--- src/rtl/puf_scan_pkg.sv ---
// Shared constants and scan state encoding for the PUF response scanner.
package puf_scan_pkg;

  localparam int NUM_CH    = 16;
  localparam int SEL_W     = 4;
  localparam int SET_CNT_W = 8;
  localparam int SMP_CNT_W = 4;

  typedef enum logic [2:0] {
    IDLE,
    SETTLE,
    SAMPLE,
    VOTE,
    DONE
  } scan_state_t;

endpackage

--- src/rtl/puf_maj_vote.sv ---
// Ones-counter over one channel's sample window, with the voted bit and an
// all-samples-agree flag available combinationally during the vote cycle.
module puf_maj_vote
  import puf_scan_pkg::*;
#(
  parameter int SAMPLES = 5
) (
  input  logic clk,
  input  logic reset,
  input  logic i_clr,
  input  logic i_en,
  input  logic i_bit,
  output logic o_bit,
  output logic o_stable
);

  localparam logic [SMP_CNT_W-1:0] HALF = SMP_CNT_W'(SAMPLES / 2);
  localparam logic [SMP_CNT_W-1:0] ALL  = SMP_CNT_W'(SAMPLES);

  logic [SMP_CNT_W-1:0] r_ones;

  always_ff @(posedge clk) begin
    if (reset || i_clr) begin
      r_ones <= '0;
    end else if (i_en && i_bit) begin
      r_ones <= r_ones + 1'b1;
    end
  end

  assign o_bit    = (r_ones > HALF);
  assign o_stable = (r_ones == '0) || (r_ones == ALL);

endmodule

--- src/rtl/puf_resp_scanner.sv ---
// Sweeps the 16:1 PUF response mux, majority-votes each channel and holds the
// 16-bit result on resp_valid until resp_ready (scan cost 16*(SETTLE+SAMPLES+1)).
module puf_resp_scanner
  import puf_scan_pkg::*;
#(
  parameter int SETTLE_CYCLES = 4,
  parameter int SAMPLES       = 5
) (
  input  logic              clk,
  input  logic              reset,
  input  logic              start,
  input  logic              abort,
  input  logic              mux_out,
  output logic [SEL_W-1:0]  se,
  output logic              busy,
  output logic [NUM_CH-1:0] resp,
  output logic [NUM_CH-1:0] resp_stable,
  output logic              resp_valid,
  input  logic              resp_ready
);

  localparam logic [SET_CNT_W-1:0] SET_LAST = SET_CNT_W'(SETTLE_CYCLES - 1);
  localparam logic [SMP_CNT_W-1:0] SMP_LAST = SMP_CNT_W'(SAMPLES - 1);
  localparam logic [SEL_W-1:0]     CH_LAST  = SEL_W'(NUM_CH - 1);

  scan_state_t           r_state;
  logic [SEL_W-1:0]      r_se;
  logic                  r_busy;
  logic [NUM_CH-1:0]     r_resp;
  logic [NUM_CH-1:0]     r_stable;
  logic                  r_valid;
  logic [SET_CNT_W-1:0]  r_set_cnt;
  logic [SMP_CNT_W-1:0]  r_smp_cnt;

  logic w_smp_en;
  logic w_clr;
  logic w_bit;
  logic w_stable;

  // The ones counter only accumulates inside SAMPLE; it still holds its total
  // through the VOTE cycle and is cleared on the edge that leaves it.
  assign w_smp_en = (r_state == SAMPLE);
  assign w_clr    = (r_state != SAMPLE) || abort;

  puf_maj_vote #(
    .SAMPLES (SAMPLES)
  ) u_vote (
    .clk      (clk),
    .reset    (reset),
    .i_clr    (w_clr),
    .i_en     (w_smp_en),
    .i_bit    (mux_out),
    .o_bit    (w_bit),
    .o_stable (w_stable)
  );

  always_ff @(posedge clk) begin
    if (reset) begin
      r_state   <= IDLE;
      r_se      <= '0;
      r_busy    <= 1'b0;
      r_resp    <= '0;
      r_stable  <= '0;
      r_valid   <= 1'b0;
      r_set_cnt <= '0;
      r_smp_cnt <= '0;
    end else if (abort && (r_state != IDLE)) begin
      // Partial resp bits are kept but never flagged valid.
      r_state   <= IDLE;
      r_se      <= '0;
      r_busy    <= 1'b0;
      r_valid   <= 1'b0;
      r_set_cnt <= '0;
      r_smp_cnt <= '0;
    end else begin
      case (r_state)
        IDLE: begin
          if (start && !abort) begin
            r_state   <= SETTLE;
            r_busy    <= 1'b1;
            r_se      <= '0;
            r_resp    <= '0;
            r_stable  <= '0;
            r_set_cnt <= '0;
            r_smp_cnt <= '0;
          end
        end
        SETTLE: begin
          if (r_set_cnt == SET_LAST) begin
            r_set_cnt <= '0;
            r_state   <= SAMPLE;
          end else begin
            r_set_cnt <= r_set_cnt + 1'b1;
          end
        end
        SAMPLE: begin
          if (r_smp_cnt == SMP_LAST) begin
            r_smp_cnt <= '0;
            r_state   <= VOTE;
          end else begin
            r_smp_cnt <= r_smp_cnt + 1'b1;
          end
        end
        VOTE: begin
          r_resp[r_se]   <= w_bit;
          r_stable[r_se] <= w_stable;
          if (r_se == CH_LAST) begin
            r_state <= DONE;
            r_valid <= 1'b1;
          end else begin
            r_se    <= r_se + 1'b1;
            r_state <= SETTLE;
          end
        end
        DONE: begin
          if (resp_ready) begin
            r_state <= IDLE;
            r_valid <= 1'b0;
            r_busy  <= 1'b0;
          end
        end
        default: begin
          r_state <= IDLE;
          r_busy  <= 1'b0;
          r_valid <= 1'b0;
        end
      endcase
    end
  end

  assign se          = r_se;
  assign busy        = r_busy;
  assign resp        = r_resp;
  assign resp_stable = r_stable;
  assign resp_valid  = r_valid;

endmodule

--- config.mk ---
export PLATFORM = sky130hd
export DESIGN_NAME = puf_resp_scanner
export DESIGN_NICKNAME = d
export VERILOG_FILES = /design/src/rtl/puf_scan_pkg.sv /design/src/rtl/puf_maj_vote.sv /design/src/rtl/puf_resp_scanner.sv
export SDC_FILE = /design/constraint.sdc
export NUM_CORES = 1
export LEC_CHECK = 0
export CAP_MARGIN = 10
export CORE_UTILIZATION = 35
export CTS_BUF_LIST = sky130_fd_sc_hd__clkbuf_8 sky130_fd_sc_hd__clkbuf_16
export DETAILED_ROUTE_END_ITERATION = 16
export GPL_ROUTABILITY_DRIVEN = 0
export GPL_TIMING_DRIVEN = 0
export HOLD_SLACK_MARGIN = 0.03
export PLACE_DENSITY = 0.6
export SLEW_MARGIN = 20
export SYNTH_ARGS = -nofsm -noshare
export SYNTH_HDL_FRONTEND = slang
export SYNTH_HIERARCHICAL = 1
export SYNTH_SLANG_ARGS = --single-unit
export TNS_END_PERCENT = 100
--- constraint.sdc ---
create_clock -name clk -period 4.4 [get_ports clk]
set_clock_uncertainty 0.1 [all_clocks]
set_input_delay 0.88 -clock clk [delete_from_list [all_inputs] [get_ports clk]]
set_output_delay 0.88 -clock clk [all_outputs]
set_load 0.05 [all_outputs]
==> metrics <==
Placed Area=3300 sq um; CP Capture Type=flop; Post-synth EDFFs=0; Yosys reg bits=57; GR peak layer=met2; switching power=0.368 mW; reg2reg setup slack=2290 ps; post-CTS setup buffer count=0; Gate power share=16.4%; row cnt=31; pins over their slew limit=0; FMAX=363 MHz; total of max-cap violations=0; Synthesis Warnings=6; GRT Total Usage=17.4%; WL/cell=14.8 microns; Avg Inst Size Synth=9.42 sq um; final instance count without filler cells=450; Hold Startpoint=resp_stable[14]; Worst Path Max Fanout=10; last element of the critical path=resp_stable[5]; buffers added on ports=43; PD cells=386 nW/um^2; routed vias=2391; Die Span Y=90.6 microns; unrepaired setup endpoints after global routing=false; CTS tree=built; core area=7410 sq um; post-layout min period=2750 ps; FILL cells=726; Root Driver=clkbuf_8; Setup CP Type=in -> reg; CP max stage cell=clkdlybuf4s50_1; delay-heaviest family, CP=buffers and inverters; hold_buf cts=0; cts repair resizes=0; GR Overflow Total=0; Clock Tree Buf Depth=2; layout cells sized above 1=9.12%; power share of the clock group=44.2%; slowest stage delay, CP=580 ps; initial antenna violation count=0; worst IR drop on VDD=162 uV; Final Hold Fails=0; CP startpoint kind=input pin; Rel. slew slack=52.5%; Post-Syn Area=2750 sq um; Synth Net Count=309; Post-DP HPWL=4700 microns; final setup fails=0; worst reg2reg startpoint=r_state[1]; worst-margin pin slew=709 ps; fin crit share=62.6%; Worst R2R End=u_vote/r_ones[3]; r2r worst-path depth=5; I/O Pins=44; critical path arrival=2890 ps; htree depth=3; 1st-iter DRT viols=136; Final Instance Area=3550 sq um; synth unique cells=50; async set-reset flop share out of synthesis=0%; vias per cell=5.31; clk_lat worst skew=340 ps; WL final=6680 microns; Worst Setup SP=reset; CTS sink cnt=57; number of global-route vias before repair=2263; Buf/Inv on CP=4; grt met3 use=5.22%; status=finished clean; Inserted Diodes=0; Mapped Cells=292; GR Layer Usage met2=25.9%; worst-path cell chain=clkdlybuf4s50_1, clkbuf_1, nor2_1, and3_1, clkbuf_1, buf_2, a32o_1; DRC Markers=0; Post-synth top flop=dfxtp_1; most frequent CP cell=clkbuf_1; Reg clk slew, reported paths=70 ps; CTS Buf Count=9; DR pass1 iterations=4; post-route ant nets=0; pin count of the biggest net entering global routing=11; internal power=1.00 mW; static leakage=1.23 nW; placed instance count=434; switch share=26.9%; Post-layout nets=363; die width=90.6 microns; Core Util, Final=47.9%; first-pass GRT wire length=11200 microns; Die ar.=8220 sq um; Stages on worst setup path=7; register area share after synthesis=41.5%; Initial Util=37.1%; Synth-to-Final Area Change=29.0%; Seq pwr share=39.5%; worst hold path class=reg -> reg; required time worst endpoint=4540 ps; setup total negative slack=0 ps; GR Util met1=23.1%
## placed cells by master (no fill, tap or decap), drive strengths merged, types with 3 or more instances in the layout
cell	n
bufinv	3
and2	4
mux2i	4
and3	5
buf	10
ha	11
dfxtp	57
o21ai	10
clkdlybuf4s50	43
nand3	10
nor2b	3
inv	12
or3	4
nor3	7
a211oi	6
a21o	15
nor2	18
a32o	31
a21oi	31
clkbuf	21
nand3b	4
nand2	11
a22oi	3
## cell usage after synthesis (2+ instances only)
cell type | n | share of area [%]
and3_1 | 5 | 1.1
and2_1 | 4 | 0.91
nand3_1 | 10 | 1.8
ha_1 | 11 | 5.0
nor2_1 | 18 | 2.5
o21ai_0 | 8 | 1.5
nand3b_1 | 4 | 1.1
dfxtp_1 | 57 | 41
or3_1 | 4 | 0.91
a211oi_1 | 3 | 0.82
a21oi_1 | 31 | 5.6
buf_1 | 2 | 0.27
inv_1 | 11 | 1.5
nand2b_1 | 2 | 0.45
o211ai_1 | 2 | 0.55
nor2b_1 | 3 | 0.68
nand2_1 | 11 | 1.5
nor3_1 | 6 | 1.1
o21ai_1 | 2 | 0.36
clkbuf_1 | 11 | 1.5
buf_4 | 3 | 0.82
buf_2 | 4 | 0.73
a22oi_1 | 3 | 0.82
a32o_1 | 31 | 11
a31oi_1 | 2 | 0.45
a211oi_2 | 2 | 0.91
mux2i_1 | 4 | 1.5
or4b_1 | 2 | 0.73
a21o_1 | 15 | 4.1
## layer usage
layer	vias up	share of wire, %
met5	-	0
li1	1218	-
met3	7	3.6
met4	0	1.5
met1	1132	51
met2	34	44
## power by group through the flow
stage / clock, mW / sequential [mW] / combinational (mW)
after detailed placement: 0 / 0.551 / 0.223
after global routing: 0.643 / 0.542 / 0.246
final: 0.604 / 0.540 / 0.224
after floorplan: 0 / 0.557 / 0.162
after global placement: 0 / 0.551 / 0.221
after CTS: 0.617 / 0.540 / 0.223
## through the flow
stage,worst slack (ps),hold WS (ps),power (mW)
after global placement,1330,358,0.772
after detailed placement,1270,359,0.774
after CTS,1650,375,1.38
after global routing,1550,396,1.43
after floorplan,2160,353,0.718
final,1650,371,1.37
## flip-flops by register name, summed over array words and instances, names as in the netlist
| signal | count |
|---|---|
| r_smp_cnt | 4 |
| se | 4 |
| busy | 1 |
| r_set_cnt | 8 |
| resp_valid | 1 |
| u_vote/r_ones | 4 |
| resp | 16 |
| r_state | 3 |
| resp_stable | 16 |
## cell type report
| type | instances | area [sq um] | area share [%] |
|---|---|---|---|
| plain buffers | 21 | 103 | 2.89 |
| clock buffers | 10 | 138 | 3.88 |
| multi-input cells | 203 | 1470 | 41.3 |
| repair buffers | 43 | 430 | 12.1 |
| clock inverters | 6 | 106 | 3.00 |
| flip-flops and latches | 57 | 1140 | 32.2 |
| inverters | 11 | 41.3 | 1.16 |
| well taps | 99 | 124 | 3.49 |
## worst min path at each step
stage	endpoint	slack (ps)	cells after the start
after detailed placement	resp[6]	360	1
final	resp_stable[14]	370	1
after global placement	resp_stable[14]	360	1
after floorplan	r_smp_cnt[3]	350	2
after global routing	resp[14]	400	1
after CTS	resp[6]	370	1
## logic make-up after synthesis
| family | count (synthesis) | share of synthesized area, % |
|---|---|---|
| buffers and inverters | 32 | 5.23 |
| AOI/OAI and AO/OA | 106 | 29.3 |
| xor gates and xnor gates | 2 | 0.637 |
| muxes | 4 | 1.46 |
| DFF | 57 | 41.5 |
| adders and majority gates | 11 | 5.00 |
| and+or+nand+nor | 80 | 16.8 |
(Power assumes the default switching activity.)
